--- src/rtl/interleaver_prime_stream.sv ---
// interleaver_prime_stream
//   Streaming prime interleaver. Takes one BITS-wide sample per cycle and
//   buffers N+TAIL_BITS samples per block in a ping-pong RAM pair. Each block
//   is emitted permuted by i -> (P*i) mod N. Tail samples pass through in
//   natural order. The mode is chosen per block (0 = forward, 1 = reverse).
//   A bank is handed back to the writer as soon as its last word has been
//   read into the output register. This keeps both sides at one sample per
//   cycle despite the two-cycle read latency.
//   Optional: define INTERLEAVER_BLOCK_COUNT_EN to add the block_count output,
//   a 16-bit count of completed output blocks.
module interleaver_prime_stream #(
  parameter int BITS      = 8,
  parameter int N         = 10,
  parameter int P         = 3,
  parameter int TAIL_BITS = 0
) (
  input  logic            clk,
  input  logic            reset_n,
  input  logic            in_valid,
  output logic            in_ready,
  input  logic [BITS-1:0] in_data,
  input  logic            in_reverse,
  output logic            out_valid,
  input  logic            out_ready,
  output logic [BITS-1:0] out_data,
  output logic            out_last,
  output logic            out_reverse
`ifdef INTERLEAVER_BLOCK_COUNT_EN
  ,
  output logic [15:0]     block_count
`endif
);

  localparam int L  = N + TAIL_BITS;
  localparam int CW = $clog2(L + 1);
  localparam int AW = (L > 1) ? $clog2(L) : 1;
  localparam logic [CW-1:0] N_W    = CW'(N);
  localparam logic [CW-1:0] P_W    = CW'(P);
  localparam logic [CW-1:0] LAST_W = CW'(L - 1);

  function automatic int gcd(input int a, input int b);
    int x, y, t;
    x = a;
    y = b;
    while (y != 0) begin
      t = x % y;
      x = y;
      y = t;
    end
    return x;
  endfunction

  if (P <= 0 || P >= N || gcd(N, P) != 1) begin : g_bad_p
    $error("interleaver_prime_stream: P=%0d must satisfy 0<P<N and gcd(N,P)=1 (N=%0d)", P, N);
  end

  // Next permuted address: pa + P, wrapped into 0..N-1 without a multiplier.
  function automatic logic [CW-1:0] pa_step(input logic [CW-1:0] pa);
    logic [CW:0] sum;
    sum = {1'b0, pa} + {1'b0, P_W};
    if (sum >= {1'b0, N_W}) sum = sum - {1'b0, N_W};
    return sum[CW-1:0];
  endfunction

  typedef enum logic {WR_FILL, WR_WAIT} wr_state_e;
  typedef enum logic {RD_IDLE, RD_RUN}  rd_state_e;

  logic [BITS-1:0] r_mem [2][L];
  logic [1:0]      r_full;
  logic [1:0]      r_mode;

  wr_state_e       r_wr_state, w_wr_state_next;
  logic            r_wr_bank;
  logic [CW-1:0]   r_wr_cnt, r_wr_pa;
  rd_state_e       r_rd_state, w_rd_state_next;
  logic            r_rd_bank;
  logic [CW-1:0]   r_rd_cnt, r_rd_pa;

  logic            r_out_valid, r_out_last, r_out_rev;
  logic [BITS-1:0] r_out_data;

  logic            w_wr_fire, w_wr_last, w_wr_tail, w_wr_rev, w_wr_free, w_new_busy;
  logic [AW-1:0]   w_wr_addr;
  logic            w_rd_issue, w_rd_last, w_rd_tail, w_rd_release;
  logic [AW-1:0]   w_rd_addr;

  // Write-side address generation.
  // A bank is writable when it is empty or is being released in this same cycle.
  assign w_rd_release = w_rd_issue && w_rd_last;
  assign w_wr_free    = !r_full[r_wr_bank] || (w_rd_release && (r_rd_bank == r_wr_bank));
  assign in_ready     = reset_n && w_wr_free;
  assign w_wr_fire    = in_valid && in_ready;
  assign w_wr_last    = (r_wr_cnt == LAST_W);
  assign w_wr_tail    = (r_wr_cnt >= N_W);
  assign w_wr_rev     = (r_wr_cnt == '0) ? in_reverse : r_mode[r_wr_bank];
  assign w_wr_addr    = (w_wr_rev && !w_wr_tail) ? AW'(r_wr_pa) : AW'(r_wr_cnt);
  assign w_new_busy   = r_full[!r_wr_bank] && !(w_rd_release && (r_rd_bank == !r_wr_bank));

  // Read-side address generation.
  assign w_rd_last    = (r_rd_cnt == LAST_W);
  assign w_rd_tail    = (r_rd_cnt >= N_W);
  assign w_rd_addr    = (!r_mode[r_rd_bank] && !w_rd_tail) ? AW'(r_rd_pa) : AW'(r_rd_cnt);

  // Write FSM next state: park in WR_WAIT while the next bank is still occupied.
  always_comb begin
    // NOTE: every always_comb output gets a default first, so no path can infer a latch.
    w_wr_state_next = r_wr_state;
    case (r_wr_state)
      WR_FILL: if (w_wr_fire && w_wr_last && w_new_busy) w_wr_state_next = WR_WAIT;
      WR_WAIT: if (w_wr_free) w_wr_state_next = WR_FILL;
      default: w_wr_state_next = WR_FILL;
    endcase
  end

  // Read FSM next state and read issue. Issue only into a free or draining output register.
  always_comb begin
    w_rd_state_next = r_rd_state;
    w_rd_issue      = 1'b0;
    case (r_rd_state)
      RD_IDLE: if (r_full[r_rd_bank]) w_rd_state_next = RD_RUN;
      RD_RUN: begin
        w_rd_issue = r_full[r_rd_bank] && (!r_out_valid || out_ready);
        if (!r_full[r_rd_bank] && (!r_out_valid || out_ready)) w_rd_state_next = RD_IDLE;
      end
      default: w_rd_state_next = RD_IDLE;
    endcase
  end

  // Sample storage. Only written, never reset.
  always_ff @(posedge clk) begin
    // NOTE: the RAM banks have no reset; the full flags alone define which contents are valid.
    if (w_wr_fire) r_mem[r_wr_bank][w_wr_addr] <= in_data;
  end

  // Per-bank full flags and mode bits. A release and a set in the same cycle never hit one bank.
  always_ff @(posedge clk or negedge reset_n) begin
    if (!reset_n) begin
      r_full <= '0;
      r_mode <= '0;
    end else begin
      if (w_rd_release) r_full[r_rd_bank] <= 1'b0;
      if (w_wr_fire && w_wr_last) r_full[r_wr_bank] <= 1'b1;
      if (w_wr_fire && (r_wr_cnt == '0)) r_mode[r_wr_bank] <= in_reverse;
    end
  end

  // Write state, bank and counters.
  always_ff @(posedge clk or negedge reset_n) begin
    // NOTE: sequential state uses non-blocking assignments so every flop samples pre-edge values.
    if (!reset_n) begin
      r_wr_state <= WR_FILL;
      r_wr_bank  <= 1'b0;
      r_wr_cnt   <= '0;
      r_wr_pa    <= '0;
    end else begin
      r_wr_state <= w_wr_state_next;
      if (w_wr_fire) begin
        if (w_wr_last) begin
          r_wr_cnt  <= '0;
          r_wr_pa   <= '0;
          r_wr_bank <= !r_wr_bank;
        end else begin
          r_wr_cnt <= r_wr_cnt + CW'(1);
          if (!w_wr_tail) r_wr_pa <= pa_step(r_wr_pa);
        end
      end
    end
  end

  // Read state, bank and counters.
  always_ff @(posedge clk or negedge reset_n) begin
    if (!reset_n) begin
      r_rd_state <= RD_IDLE;
      r_rd_bank  <= 1'b0;
      r_rd_cnt   <= '0;
      r_rd_pa    <= '0;
    end else begin
      r_rd_state <= w_rd_state_next;
      if (w_rd_issue) begin
        if (w_rd_last) begin
          r_rd_cnt  <= '0;
          r_rd_pa   <= '0;
          r_rd_bank <= !r_rd_bank;
        end else begin
          r_rd_cnt <= r_rd_cnt + CW'(1);
          if (!w_rd_tail) r_rd_pa <= pa_step(r_rd_pa);
        end
      end
    end
  end

  // Output register. Holds its contents while stalled, loads on each read issue.
  always_ff @(posedge clk or negedge reset_n) begin
    if (!reset_n) begin
      r_out_valid <= 1'b0;
      r_out_data  <= '0;
      r_out_last  <= 1'b0;
      r_out_rev   <= 1'b0;
    end else if (w_rd_issue) begin
      r_out_valid <= 1'b1;
      r_out_data  <= r_mem[r_rd_bank][w_rd_addr];
      r_out_last  <= w_rd_last;
      r_out_rev   <= r_mode[r_rd_bank];
    end else if (out_ready) begin
      r_out_valid <= 1'b0;
    end
  end

  assign out_valid   = r_out_valid;
  assign out_data    = r_out_data;
  assign out_last    = r_out_last;
  assign out_reverse = r_out_rev;

`ifdef INTERLEAVER_BLOCK_COUNT_EN
  logic [15:0] r_block_count;

  // Count blocks whose final sample was accepted downstream. Wraps naturally.
  always_ff @(posedge clk or negedge reset_n) begin
    if (!reset_n) r_block_count <= '0;
    else if (r_out_valid && out_ready && r_out_last) r_block_count <= r_block_count + 16'd1;
  end

  assign block_count = r_block_count;
`endif

endmodule

--- config.mk ---
export PLATFORM = sky130hd
export DESIGN_NAME = interleaver_prime_stream
export DESIGN_NICKNAME = d
export VERILOG_FILES = /design/src/rtl/interleaver_prime_stream.sv
export SDC_FILE = /design/constraint.sdc
export NUM_CORES = 1
export LEC_CHECK = 0
export ABC_AREA = 1
export BUFFER_PORTS_ARGS = -buffer_cell sky130_fd_sc_hd__buf_4
export CAP_MARGIN = 20
export CORE_MARGIN = 2
export CORE_UTILIZATION = 30
export DETAILED_ROUTE_END_ITERATION = 6
export HOLD_SLACK_MARGIN = 0.05
export SYNTH_ARGS = -nofsm -noshare
export SYNTH_HDL_FRONTEND = slang
export SYNTH_SLANG_ARGS = --single-unit
--- constraint.sdc ---
create_clock -name clk -period 2.51 [get_ports clk]
set_input_delay 0.251 -clock clk [delete_from_list [all_inputs] [get_ports clk]]
set_output_delay 0.251 -clock clk [all_outputs]
set_load 0.1 [all_outputs]
==> results.toml <==
[power_and_ir_drop]
p_seq_share_pct = 31.2
p_sw_mw = 6.040
p_int_mw = 7.281
switching_share_pct = 45.34
clockPowerShare_pct = 20.8
p_comb_share_pct = 48.0
leakagePower_nw = 4.010
ir_drop_v = 0.0005958
p_per_area_nw_per_um2 = 1321

[synthesis]
synth_area_leaders = "edfxtp_1 (56%), dfrtp_1 (9.9%), nand2_1 (9.8%), nor2_1 (4.4%), nand3_1 (4.1%)"
yosys.area_share.simple_pct = 20.52
synth_commonest_cells = "nand2_1 (224), edfxtp_1 (160), nor2_1 (100)"
synth_nets = 835
yosys_warnings = 0
synth-edff-count = 160
synthFlopType = "edfxtp_1"
synth_cell_types = 33
synth-seq-cells = 194
avgSynthCellArea_um2 = 10.55
synth_compound_area_share_pct = 4.883
synthMostInstantiatedCell = "nand2_1"
netlist.area_leader.share_pct = 55.81
synthAdderAreaFrac_pct = 0.8720
synth_seq_area_share_pct = 65.69
synthArstFlopShare_pct = 17.53
synth_top_family_by_area = "simple AND/OR/NAND/NOR gates"
synthXorXnorAreaFrac_pct = 1.322
netlist_instances = 816
synth_top_area_cell = "edfxtp_1"
synth_mux_area_share_pct = 2.907
synth_area_um2 = 8610

[route]
top_layer = "met4"
wirelength_mm = 21.06
viasPerCell = 4.651
ant_nets = 0
first_iter_violations = 618
wl_met2_mm = 9.448
drt_first_pass_iters = 5
met3RoutedLength_mm = 1.042
wl_met1_mm = 10.29
vias = 5874
wl_per_cell_um = 16.67
drc = 0

[layout]
n_antenna_cell = 0
finalNonFillerCells = 1263
n_fill_cell = 2821
area_delta_synth_final_pct = 17.16
drive_above_1_share_pct = 14.68
stdcell_area_um2 = 10090
finalNetCount = 885

[floorplanning]
start_util_pct = 30.24
dieHeight_um = 173.4
dieWidth_um = 173.4
die-area_um2 = 30070
ioPinCount = 25
core_region_area_um2 = 28470
rows = 62

[clock_network]
clock_sinks = 194
cts_buffers = 17
root_buffer = "clkbuf_16"
cts_max_path_buffers = 2
clock_latency_ns = 0.44
clk_pin_slew_worst_paths_ns = 0.08
cts_tree = "done"
htree_levels = 4

[global_route]
grtUsageTotal_pct = 14.38
antenna_found_initial = 0
grt_pass1_vias = 5565
grt_pass1_wl_mm = 32.91
overflow = 0
grt_max_degree = 68

[critical_path]
crit_cells = 11
crit_type = "flop to flop"
cp_common_cell = "nand2_1"
critical_path.top_delay_family = "simple AND/OR/NAND/NOR gates"
critPathArrivalTime_ns = 2.49
start_kind = "flop"
critPathMaxFanout = 12
path_cells = "nor2_1, nand3_1, or2_1, nand3_4, nand2_1, o21ai_1, nand2_1, nor2_4, nand2_1, nor2_1, buf_4"
max_stage_delay_ns = 0.44
r2r_slack_ns = 0.17
crit_slowest_cell = "dfrtp_2"
required_ns = 2.66
ff2ff_path_depth = 11
cp.buffers_inverters = 1
cp-end-kind = "flop"

[sta]
worst_pin_slew_ns = 0.8928
slew_headroom_pct = 40.48
skew_ns = 0.01176
finalMaxSlewViolations = 0
fin_crit_sh_pct = 93.08
period_needed_ns = 2.336
setup_viol = 0
fmax_mhz = 428.0
final-hold-violation-count = 0

[worst_hold_path]
worstHoldPathType = "input pin to flop"
hold_path_depth = 3

[place]
post-dp-hpwl_mm = 13.72
port_buffers = 24
place_area_um2 = 9419
gp_congestion = 0.8356
dp_cells = 1230

[outcome]
status = "complete, no violations"

[run]
maxCapViolCount = 0
## per-layer routing
metal	track usage [%]	up-vias
li1	-	2852
met1	21.31	2841
met2	21.55	160
met3	2.500	21
met4	4.202	0
met5	0	-
## power by group through the flow
stage	logic, mW	clock network (mW)	registers, mW
after floorplan	3.95	0	4.74
after global placement	6.30	0	4.22
after detailed placement	6.29	0	4.22
after CTS	6.33	2.82	4.15
after global routing	7.07	2.95	4.20
final	6.40	2.77	4.15
## placed cells by master, fill, tap and decap left out, drive strengths merged, types with 2 or more instances in the layout
cell type  Yosys  final
nand3         71     71
ha             6      6
o21ai         54     54
nor2         107    107
xnor2          3      3
o211ai         2      2
dfrtp         34     34
buf           20     60
clkbuf        10     17
or2           12     12
a21boi         8      8
xor2          10     10
nand2        230    230
o22ai          2      2
nor3           2      2
a21oi         11     11
edfxtp       160    160
inv           47     54
mux2i         25     25
clkinv         0      7
## cell families (layout without fill, tap and decap cells)
| group | Yosys count | after routing |
|---|---|---|
| AOI/OAI and AO/OA | 77 | 77 |
| xor gates and xnor gates | 13 | 13 |
| muxes | 25 | 25 |
| and+or+nand+nor | 424 | 424 |
| adders and majority gates | 6 | 6 |
| DFF | 194 | 194 |
| buffers and inverters | 77 | 140 |
## worst min-delay path, cell delays in order
cell and delay [ns]:
buf_4 0.10, nand3_1 0.07, nand2_1 0.06
## final timing paths
check / start / endpoint
max: r_wr_cnt[1] / r_mem[0][8]
min: in_reverse / r_mode[0]
max reg2reg: r_wr_cnt[1] / r_mem[0][8]
min reg2reg: r_mode[0] / r_mode[0]
max in group asynchronous: reset_n / r_rd_bank
min in group asynchronous: reset_n / out_last
## through the flow
| stage | setup TNS, ns | hold slack [ns] | utilization, % | setup slack [ns] | power, mW |
|---|---|---|---|---|---|
| after floorplan | 0 | -0.04459 | - | 0.1385 | 8.691 |
| after global placement | 0 | 0.3793 | 33.08 | 0.06799 | 10.52 |
| after detailed placement | 0 | 0.3767 | 33.08 | 0.09249 | 10.51 |
| after CTS | 0 | 0.05730 | 35.27 | 0.07775 | 13.30 |
| after global routing | -0.3753 | 0.09391 | 35.43 | -0.02328 | 14.22 |
| final | 0 | 0.06688 | 35.43 | 0.1737 | 13.32 |
## layout make-up
| class | count | area (µm²) | share of cell area [%] |
|---|---|---|---|
| Sequential cell | 194 | 5662 | 56.13 |
| Timing Repair Buffer | 61 | 493.0 | 4.887 |
| Clock inverter | 15 | 187.7 | 1.861 |
| Inverter | 47 | 176.4 | 1.749 |
| Multi-Input combinational cell | 545 | 2663 | 26.40 |
| Clock buffer | 17 | 425.4 | 4.217 |
| Tap cell | 384 | 480.5 | 4.763 |
## state kept, by name, indices dropped and copies added, names as in the netlist
signal and cells:
r_mem 160, out_data 8, r_rd_cnt 4, r_rd_pa 4, r_wr_cnt 4, r_wr_pa 4
r_full 2, r_mode 2, out_last 1, out_reverse 1, out_valid 1, r_rd_bank 1
r_rd_state 1, r_wr_bank 1
## timing repair
item	in CTS	in global routing
gates resized for setup	0	11
hold buffers	1	0
setup endpoints to repair	0	159
setup buffers	0	0
endpoints found under the hold margin	34	0
No activity file was read; power rests on OpenSTA's default activity.
